--- src/rtl/cycle_computer_pkg.sv ---
// rtl/cycle_computer_pkg.sv - shared types and constants for the cycle-computer key path
package cycle_computer_pkg;

  // Per-channel key classification states
  typedef enum logic [1:0] {
    WAIT_RELEASE = 2'd0,
    IDLE         = 2'd1,
    PRESSED      = 2'd2,
    LONG_HELD    = 2'd3
  } key_state_t;

  // Channel index of each board key
  localparam int KEY_MODE = 0;
  localparam int KEY_TRIP = 1;

  // Default timing at a 50 MHz system clock
  localparam int DEBOUNCE_2MS_50M = 100000;
  localparam int LONG_1S_50M      = 50000000;

endpackage

--- src/rtl/key_channel.sv ---
// rtl/key_channel.sv - one key: synchroniser, debouncer, short/long press classifier
module key_channel
  import cycle_computer_pkg::*;
#(
  parameter int DEBOUNCE_CYCLES = DEBOUNCE_2MS_50M,
  parameter int LONG_CYCLES     = LONG_1S_50M
) (
  input  logic clk_i,
  input  logic rst_i,
  input  logic nkey_i,
  output logic key_down_o,
  output logic short_press_o,
  output logic long_press_o
);

  localparam int DW = $clog2(DEBOUNCE_CYCLES);
  localparam int HW = $clog2(LONG_CYCLES + 1);
  localparam logic [DW-1:0] DEB_LAST = DW'(DEBOUNCE_CYCLES - 1);
  localparam logic [HW-1:0] HOLD_TOP = HW'(LONG_CYCLES);

  logic          sync1_q;
  logic          sync2_q;
  logic [1:0]    fill_q;
  logic          raw_down;

  logic          deb_down_q, deb_down_d;
  logic [DW-1:0] deb_cnt_q, deb_cnt_d;

  key_state_t    state_q, state_d;
  logic [HW-1:0] hold_q, hold_d;
  logic          short_q, short_d;
  logic          long_q, long_d;

  // Two-flop synchroniser, preset to "released"; fill_q marks when both flops
  // hold real pin samples rather than their reset preset, so a key held through
  // reset cannot be mistaken for a released one.
  always_ff @(posedge clk_i or posedge rst_i) begin
    if (rst_i) begin
      sync1_q <= 1'b1;
      sync2_q <= 1'b1;
      fill_q  <= 2'b00;
    end else begin
      sync1_q <= nkey_i;
      sync2_q <= sync1_q;
      fill_q  <= {fill_q[0], 1'b1};
    end
  end

  assign raw_down = ~sync2_q;

  // Debounce: count consecutive disagreeing cycles, flip after a full run
  always_comb begin
    deb_down_d = deb_down_q;
    deb_cnt_d  = '0;
    if (raw_down != deb_down_q) begin
      if (deb_cnt_q == DEB_LAST) begin
        deb_down_d = raw_down;
      end else begin
        deb_cnt_d = deb_cnt_q + DW'(1);
      end
    end
  end

  // Debounced level and run counter
  always_ff @(posedge clk_i or posedge rst_i) begin
    if (rst_i) begin
      deb_down_q <= 1'b0;
      deb_cnt_q  <= '0;
    end else begin
      deb_down_q <= deb_down_d;
      deb_cnt_q  <= deb_cnt_d;
    end
  end

  // Press classifier: next state, hold count and pulse requests
  always_comb begin
    state_d = state_q;
    hold_d  = hold_q;
    short_d = 1'b0;
    long_d  = 1'b0;
    case (state_q)
      WAIT_RELEASE: begin
        if (fill_q[1] && !deb_down_q && !raw_down) begin
          state_d = IDLE;
        end
      end
      IDLE: begin
        if (deb_down_q) begin
          state_d = PRESSED;
          hold_d  = '0;
        end
      end
      PRESSED: begin
        if (!deb_down_q) begin
          // A release on the same cycle the hold would turn long stays short.
          short_d = 1'b1;
          state_d = IDLE;
        end else begin
          if (hold_q != HOLD_TOP) begin
            hold_d = hold_q + HW'(1);
          end
          if (hold_d == HOLD_TOP) begin
            long_d  = 1'b1;
            state_d = LONG_HELD;
          end
        end
      end
      LONG_HELD: begin
        if (!deb_down_q) begin
          state_d = IDLE;
        end
      end
      default: begin
        state_d = WAIT_RELEASE;
      end
    endcase
  end

  // Classifier state, hold counter and registered one-cycle pulses
  always_ff @(posedge clk_i or posedge rst_i) begin
    if (rst_i) begin
      state_q <= WAIT_RELEASE;
      hold_q  <= '0;
      short_q <= 1'b0;
      long_q  <= 1'b0;
    end else begin
      state_q <= state_d;
      hold_q  <= hold_d;
      short_q <= short_d;
      long_q  <= long_d;
    end
  end

  assign key_down_o    = (state_q == PRESSED) || (state_q == LONG_HELD);
  assign short_press_o = short_q;
  assign long_press_o  = long_q;

endmodule

--- src/rtl/key_conditioner.sv ---
// rtl/key_conditioner.sv - conditions the active-low board keys into press pulses
module key_conditioner
  import cycle_computer_pkg::*;
#(
  parameter int NUM_KEYS        = 2,
  parameter int DEBOUNCE_CYCLES = DEBOUNCE_2MS_50M,
  parameter int LONG_CYCLES     = LONG_1S_50M
) (
  input  logic                CLK,
  input  logic                RESET,
  input  logic [NUM_KEYS-1:0] nKEY,
  output logic [NUM_KEYS-1:0] key_down,
  output logic [NUM_KEYS-1:0] short_press,
  output logic [NUM_KEYS-1:0] long_press,
  output logic                any_activity
);

  for (genvar k = 0; k < NUM_KEYS; k++) begin : g_key
    key_channel #(
      .DEBOUNCE_CYCLES (DEBOUNCE_CYCLES),
      .LONG_CYCLES     (LONG_CYCLES)
    ) u_channel (
      .clk_i         (CLK),
      .rst_i         (RESET),
      .nkey_i        (nKEY[k]),
      .key_down_o    (key_down[k]),
      .short_press_o (short_press[k]),
      .long_press_o  (long_press[k])
    );
  end

  assign any_activity = |(short_press | long_press);

endmodule

--- config.mk ---
export PLATFORM = sky130hd
export DESIGN_NAME = key_conditioner
export DESIGN_NICKNAME = d
export VERILOG_FILES = /design/src/rtl/cycle_computer_pkg.sv /design/src/rtl/key_channel.sv /design/src/rtl/key_conditioner.sv
export SDC_FILE = /design/constraint.sdc
export NUM_CORES = 1
export LEC_CHECK = 0
export CAP_MARGIN = 5
export CELL_PAD_IN_SITES_DETAIL_PLACEMENT = 1
export CELL_PAD_IN_SITES_GLOBAL_PLACEMENT = 2
export CORE_MARGIN = 2
export CORE_UTILIZATION = 44
export CTS_BUF_LIST = sky130_fd_sc_hd__clkbuf_2 sky130_fd_sc_hd__clkbuf_4 sky130_fd_sc_hd__clkbuf_8
export CTS_CLUSTER_DIAMETER = 60
export DETAILED_ROUTE_END_ITERATION = 10
export MAX_ROUTING_LAYER = met4
export PLACE_DENSITY = 0.95
export SKIP_CTS_REPAIR_TIMING = 1
export SYNTH_ARGS = -nofsm -noshare
export SYNTH_HDL_FRONTEND = slang
export SYNTH_HIERARCHICAL = 1
export SYNTH_SLANG_ARGS = --single-unit
--- constraint.sdc ---
create_clock -name CLK -period 7.4 [get_ports CLK]
set_input_delay 2.22 -clock CLK [delete_from_list [all_inputs] [get_ports CLK]]
set_output_delay 2.22 -clock CLK [all_outputs]
set_load 0.05 [all_outputs]
==> impl_results.md, run 1 <==
* Status: finished clean
* Final Slew Violations at 0
* Worst setup path category: register to primary output
* Avg Synthesized Cell Area at about 8.7 um2
* R2R cell count at 8
* Sequential area share after synthesis at between 30% and 40%
* DR vias at ~5800
* RSZ-0062 raised after global routing: no
* TritonCTS Buffers at 9
* Rel. slew slack at about 15%
* Syn nets at 796
* Final wirelength at around 17000 um
* Wire length of the first global-routing pass at ~30000 um
* Vias per std cell at around 6.2
* CORE AREA at about 15000 um2
* Final Hold Vio Count at 0
* Die Area at between 15000 and 20000 um2
* Clock-pin slew on the worst setup and hold paths at roughly 0.11 ns
* Hold slack at about 0.35 ns
* LEAKAGE at 2.72 nW
* Yosys warns at 6
* Period utilisation layout at about three fifths
* Hold path cells at 0
* Storage cell area at between 2000 and 3000 um2
* Maximum clock rate at 226 MHz
* Iteration count of the initial detailed-routing pass at 8
* Placer Congestion at between 0.8 and 0.9
* Worst path cell trace: inv_1, ha_1, or2_2, clkdlybuf4s50_1
* Die Span Y at between 100 and 150 um
* Max-cap violations at 0
* Slowest-stage cell, CP: clkdlybuf4s50_1
* H-tree Lvls at 3
* Wire length per cell at between 15 and 20 um
* Worst EP arrival at 2.21 ns
* FF+latch count, synth at roughly 100
* GRT Total Usage at around a quarter
* Max Clock Skew at 0.0104 ns
* Starting DRT DRC Count at around 370
* Clock buffer depth at 2
* Min-Delay Startpoint: g_key[0].u_channel/fill_q[0]
* Initial Util at between 40% and 50%
* CTS tree: done
* Fill count at 1804
* R2R Setup Slk at a little under 4 ns
* P per Cell Area at about 160 nW/um2
* Syn-to-layout area delta at 4.00%
* Fraction of registers with async set/reset at 100%
* Largest net degree at the start of global routing at 53
* Diodes inserted at 0
* R2r endpoint: g_key[0].u_channel/long_press_o
* Root Driver: clkbuf_8
* Post-Route Setup TNS at 0 ns
* Worst hold path endpoint: g_key[0].u_channel/fill_q[1]
* Power consumption at 1.15 mW
* Die W at 128 um
* Vias in the first global route at 6015
* Library cells used by synthesis at between 70 and 80
* Setup Viol. Count Final at 0
* Worst setup EP type: primary output
* Final nets at 764
* Slew @ Worst Pin at ~1.3 ns
* End-of-flow core utilization at a little under half
* Share of post-route cells with drive strength above 1 at 7.88%
* Ys flop type: dfrtp_1
* Post-Syn Area at 6730 um2
* Max FO, Critical Path at 5
* # IOs at 11
* Fin crit period at 4.43 ns
* Initial antenna violation count at 0
* HPWL after DPL at around 12000 um
* Hold crit path type: register to register
* Peak supply drop at approximately 75 uV
* Synth Instances at slightly below 800
* Port Buffer Count at 10
* Number of synthesized flops with an enable pin at 0
* Clock Latency Late Sink at 0.38 ns
* Residual DRC at 0
* Routed Antenna Nets at 0
* CP max stage delay at roughly 0.70 ns
* R2r startpoint: g_key[0].u_channel/hold_q[0]
* CTS Sinks at between 100 and 150
* CP startpoint kind: register
* Core Rows at 45
* Total gr overflow at 0
* Data required, critical path at a little over 5 ns
* Multi-input logic area at approximately 3800 um2
## sequential cells by signal (all words and copies together), names as in the netlist
register,cells
g_key.u_channel/fill_q,4
g_key.u_channel/sync1_q,2
g_key.u_channel/deb_down_q,2
g_key.u_channel/state_q,4
g_key.u_channel/sync2_q,2
g_key.u_channel/short_press_o,2
g_key.u_channel/deb_cnt_q,34
g_key.u_channel/long_press_o,2
g_key.u_channel/hold_q,52
## metrics by stage
step                      setup WS, ns  std cells  instance area, um2
after floorplan                   3.81        776                6730
after global placement            3.50        921                6810
after detailed placement          3.41        921                6810
after CTS                         2.95        937                7000
after global routing              2.89        937                7000
final                             2.97        937                7000
## final cells by class
class	count	area share (%)
clock buffers	11	2.07
multi-input cells	597	53.9
well taps	188	3.36
inverters	19	1.02
clock inverters	5	0.644
repair buffers	13	1.75
flip-flops and latches	104	37.3
## worst max path at each step
stage	start	end	slack (ns)	depth (start not counted)
after floorplan	g_key[0].u_channel/long_press_o	any_activity	3.81	1
after global placement	g_key[1].u_channel/state_q[0]	key_down[1]	3.50	4
after detailed placement	g_key[0].u_channel/state_q[0]	key_down[0]	3.41	4
after CTS	g_key[0].u_channel/state_q[0]	key_down[0]	2.95	4
after global routing	g_key[0].u_channel/state_q[0]	key_down[0]	2.89	4
final	g_key[0].u_channel/state_q[0]	key_down[0]	2.97	4
## cell usage in the layout, fill, tap and decap left out, types with 9 or more instances in the layout
cell type / n
nor3_1: 16
dfrtp_1: 100
and4_1: 12
ha_1: 16
nor4_1: 14
nor2_1: 86
nand3_1: 36
inv_1: 17
o21ai_1: 10
o31ai_1: 16
and3_1: 14
clkbuf_8: 10
xnor2_1: 20
a21oi_1: 17
a31oi_1: 9
xor2_1: 29
nand4_1: 31
nand2_1: 75
o21ai_0: 61
clkdlybuf4s50_1: 10
## cell usage after synthesis, types with 5 or more instances
| cell | number | area share (%) |
|---|---|---|
| a21o_1 | 6 | 0.67 |
| a21oi_1 | 17 | 1.3 |
| a31oi_1 | 9 | 0.84 |
| and2_1 | 5 | 0.47 |
| and3_1 | 14 | 1.3 |
| and4_1 | 12 | 1.6 |
| buf_2 | 16 | 1.2 |
| buf_4 | 8 | 0.89 |
| clkbuf_1 | 28 | 1.6 |
| dfrtp_1 | 100 | 37 |
| ha_1 | 16 | 3.0 |
| inv_1 | 19 | 1.1 |
| mux2i_1 | 5 | 0.74 |
| nand2_1 | 75 | 4.2 |
| nand3_1 | 36 | 2.7 |
| nand4_1 | 31 | 2.9 |
| nor2_1 | 86 | 4.8 |
| nor3_1 | 16 | 1.2 |
| nor4_1 | 14 | 1.3 |
| nor4b_1 | 7 | 0.91 |
| o21a_1 | 7 | 0.78 |
| o21ai_0 | 61 | 4.5 |
| o21ai_1 | 10 | 0.74 |
| o22ai_1 | 7 | 0.65 |
| o31ai_1 | 16 | 1.8 |
| o41ai_1 | 7 | 0.91 |
| or2_2 | 7 | 0.65 |
| or3_1 | 5 | 0.47 |
| or4_1 | 6 | 0.67 |
| xnor2_1 | 20 | 2.6 |
| xor2_1 | 29 | 3.8 |
## worst max-delay path: cells and delay by family, from the launching register on
kind	cells	cell delay [ns]
DFF	1	0.44
adders and majority gates	1	0.27
buffers and inverters	2	0.82
and+or+nand+nor	1	0.30
## kinds of logic after synthesis
logic type / Yosys count / synth area share (%)
AND/OR/NAND/NOR: 356 / 29.9
adder cells (fa/ha/maj): 16 / 2.98
XOR/XNOR: 49 / 6.38
other: 2 / 0.112
buffers and inverters: 75 / 5.21
flip-flops: 104 / 38.8
AO/OA/AOI/OAI: 168 / 15.8
multiplexers: 6 / 0.911
## routing by layer
layer	global-route usage (%)	vias to the layer above	routed length [um]	part of all wire (%)
li1	-	2746	-	-
met1	30.2	2921	8070	46
met2	38.5	85	8530	49
met3	4.15	19	609	3.5
met4	5.82	0	240	1.4
met5	-	-	0	0
## report_power, final
group	switching [mW]	internal, mW	total, mW
logic	0.125	0.0721	0.197
clock network	0.210	0.142	0.352
registers	0.0163	0.586	0.603
(Power assumes the default switching activity.)
==> run 2: changes to the inputs <==
Settings changed: CORE_UTILIZATION 44 to 37, PLACE_DENSITY 0.95 to 0.89.
Clock period 7.4 ns to 3.6 ns, I/O delays scaled along.
==> impl_results.md, run 2 (synthesis results as in run 1) <==
* Status: finished clean
* Routed Antenna Nets at 0 (unchanged)
* Final nets at 767 (+0.39%)
* Worst EP arrival at 2.19 ns (-0.02 ns)
* Data required, critical path at 2.52 ns (-2.66 ns)
* Core Rows at 49 (+8.9%)
* Period utilisation layout at between 90% and 100%
* Die W at 139 um (+8.8%)
* LEAKAGE at 2.75 nW (+1.1%)
* End-of-flow core utilization at 39.7% (-6.6 points)
* P per Cell Area at 342 nW/um2 (+110%)
* Clock buffer depth at 2 (unchanged)
* Leading cell type in the layout, fill and taps excluded: dfrtp_1
* Largest net degree at the start of global routing at 49 (-7.5%)
* Post-Route Setup TNS at 0 ns (unchanged)
* Syn-to-layout area delta at 5.73%
* Die Span Y at 139 um (+8.8%)
* Total gr overflow at 0 (unchanged)
* Worst setup EP type: primary output
* Clock Latency Late Sink at 0.40 ns (+0.02 ns)
* CTS Sinks at 104 (unchanged)
* Clock-pin slew on the worst setup and hold paths at 0.13 ns (+0.02 ns)
* Wire length of the first global-routing pass at 31500 um (+3.7%)
* RSZ-0062 raised after global routing: no
* Starting DRT DRC Count at 413 (+11%)
* Hold crit path type: register to register
* Slew @ Worst Pin at 1.23 ns (-0.0301 ns)
* Root Driver: clkbuf_8
* Diodes inserted at 0 (unchanged)
* CORE AREA at 17900 um2 (+19%)
* Vias per std cell at 5.99 (-2.7%)
* Final Hold Vio Count at 0 (unchanged)
* Initial antenna violation count at 0 (unchanged)
* Commonest non-fill, non-tap cells in the layout: dfrtp_1 (100), nor2_1 (86), nand2_1 (75)
* Final Slew Violations at 0 (unchanged)
* TritonCTS Buffers at 9 (unchanged)
* Worst setup path category: register to primary output
* CTS tree: done
* Max FO, Critical Path at 5 (unchanged)
* Die Area at 19300 um2 (+18%)
* HPWL after DPL at 13100 um (+7.4%)
* Fill count at 2117 (+17%)
* # IOs at 11 (unchanged)
* Fin crit period at around 3.3 ns
* Setup Viol. Count Final at 0 (unchanged)
* Max Clock Skew at 0.0221 ns (+0.0117 ns)
* Max reg flops at 52 (unchanged)
* Maximum clock rate at roughly 310 MHz
* Peak supply drop at 323 uV (+330%)
* Wire length per cell at 18.9 um (+1.6%)
* GRT Total Usage at 20.3% (-3.2 points)
* Register with the most flip-flops: g_key.u_channel/hold_q
* Residual DRC at 0 (unchanged)
* DR vias at 5878 (+1.9%)
* Placer Congestion at 0.864 (-2.8%)
* Iteration count of the initial detailed-routing pass at 5 (-3)
* Max-cap violations at 0 (unchanged)
* Rel. slew slack at 17.5% (+2.0 points)
* R2R Setup Slk at 0.34 ns (-3.57 ns)
* Final wirelength at 18600 um (+6.4%)
* H-tree Lvls at 3 (unchanged)
* CP startpoint kind: register
* Initial Util at 37.6% (-7.0 points)
* Biggest registers after layout: g_key.u_channel/hold_q (52), g_key.u_channel/deb_cnt_q (34)
* Vias in the first global route at 6191 (+2.9%)
* Port Buffer Count at 10 (unchanged)
* Share of post-route cells with drive strength above 1 at 8.24% (+0.37 points)
run 2: final cells by class:
class | instances | area (um2) | share of cell area (%)
clock inverter | 7 | 83.8 | 1.18
timing repair buffer | 16 | 170 | 2.39
multi-input combinational | 597 | 3770 | 53.0
inverter | 19 | 71.3 | 1.00
tap | 229 | 287 | 4.03
clock buffer | 9 | 124 | 1.74
sequential | 104 | 2610 | 36.7
run 2: final timing paths:
path,startpoint,to,cells past startpoint
worst max register to register,g_key[1].u_channel/hold_q[0],g_key[1].u_channel/state_q[0],8
worst min register to register,g_key[0].u_channel/fill_q[0],g_key[0].u_channel/fill_q[1],0
min in group asynchronous,RESET,g_key[1].u_channel/deb_cnt_q[3],2
worst min-delay path,g_key[0].u_channel/fill_q[0],g_key[0].u_channel/fill_q[1],0
worst max-delay path,g_key[1].u_channel/state_q[0],key_down[1],4
max in group asynchronous,RESET,g_key[0].u_channel/hold_q[14],3
run 2: worst max-delay path, stage by stage, from the launching register on:
cell and delay, ns:
dfrtp_1 0.42, inv_1 0.11, ha_1 0.25, or2_2 0.31
clkdlybuf4s50_1 0.71
run 2: layer usage:
metal / track usage [%] / vias up / wire length, um
met4: 6.06 / 0 / 254
met5: - / - / 0
met1: 25.0 / 3013 / 8380
met3: 3.66 / 20 / 522
met2: 34.1 / 92 / 9410
li1: - / 2753 / -
run 2: per-stage QoR:
stage	hold WS, ns	std cells	total power, mW	worst slack (ns)	area (um2)
after floorplan	0.331	776	1.55	0.790	6730
after global placement	0.332	965	1.65	0.646	6900
after detailed placement	0.350	965	1.69	0.422	6900
after CTS	0.372	981	2.48	0.277	7110
after global routing	0.376	981	2.57	0.0899	7110
final	0.368	981	2.43	0.328	7110
run 2: power breakdown:
part	total, mW	internal (mW)	leakage (nW)	switching (mW)
sequential	1.24	1.21	1.42	0.0363
clock	0.764	0.278	0.103	0.486
combinational	0.427	0.155	1.23	0.273
total	2.43	1.64	2.75	0.795
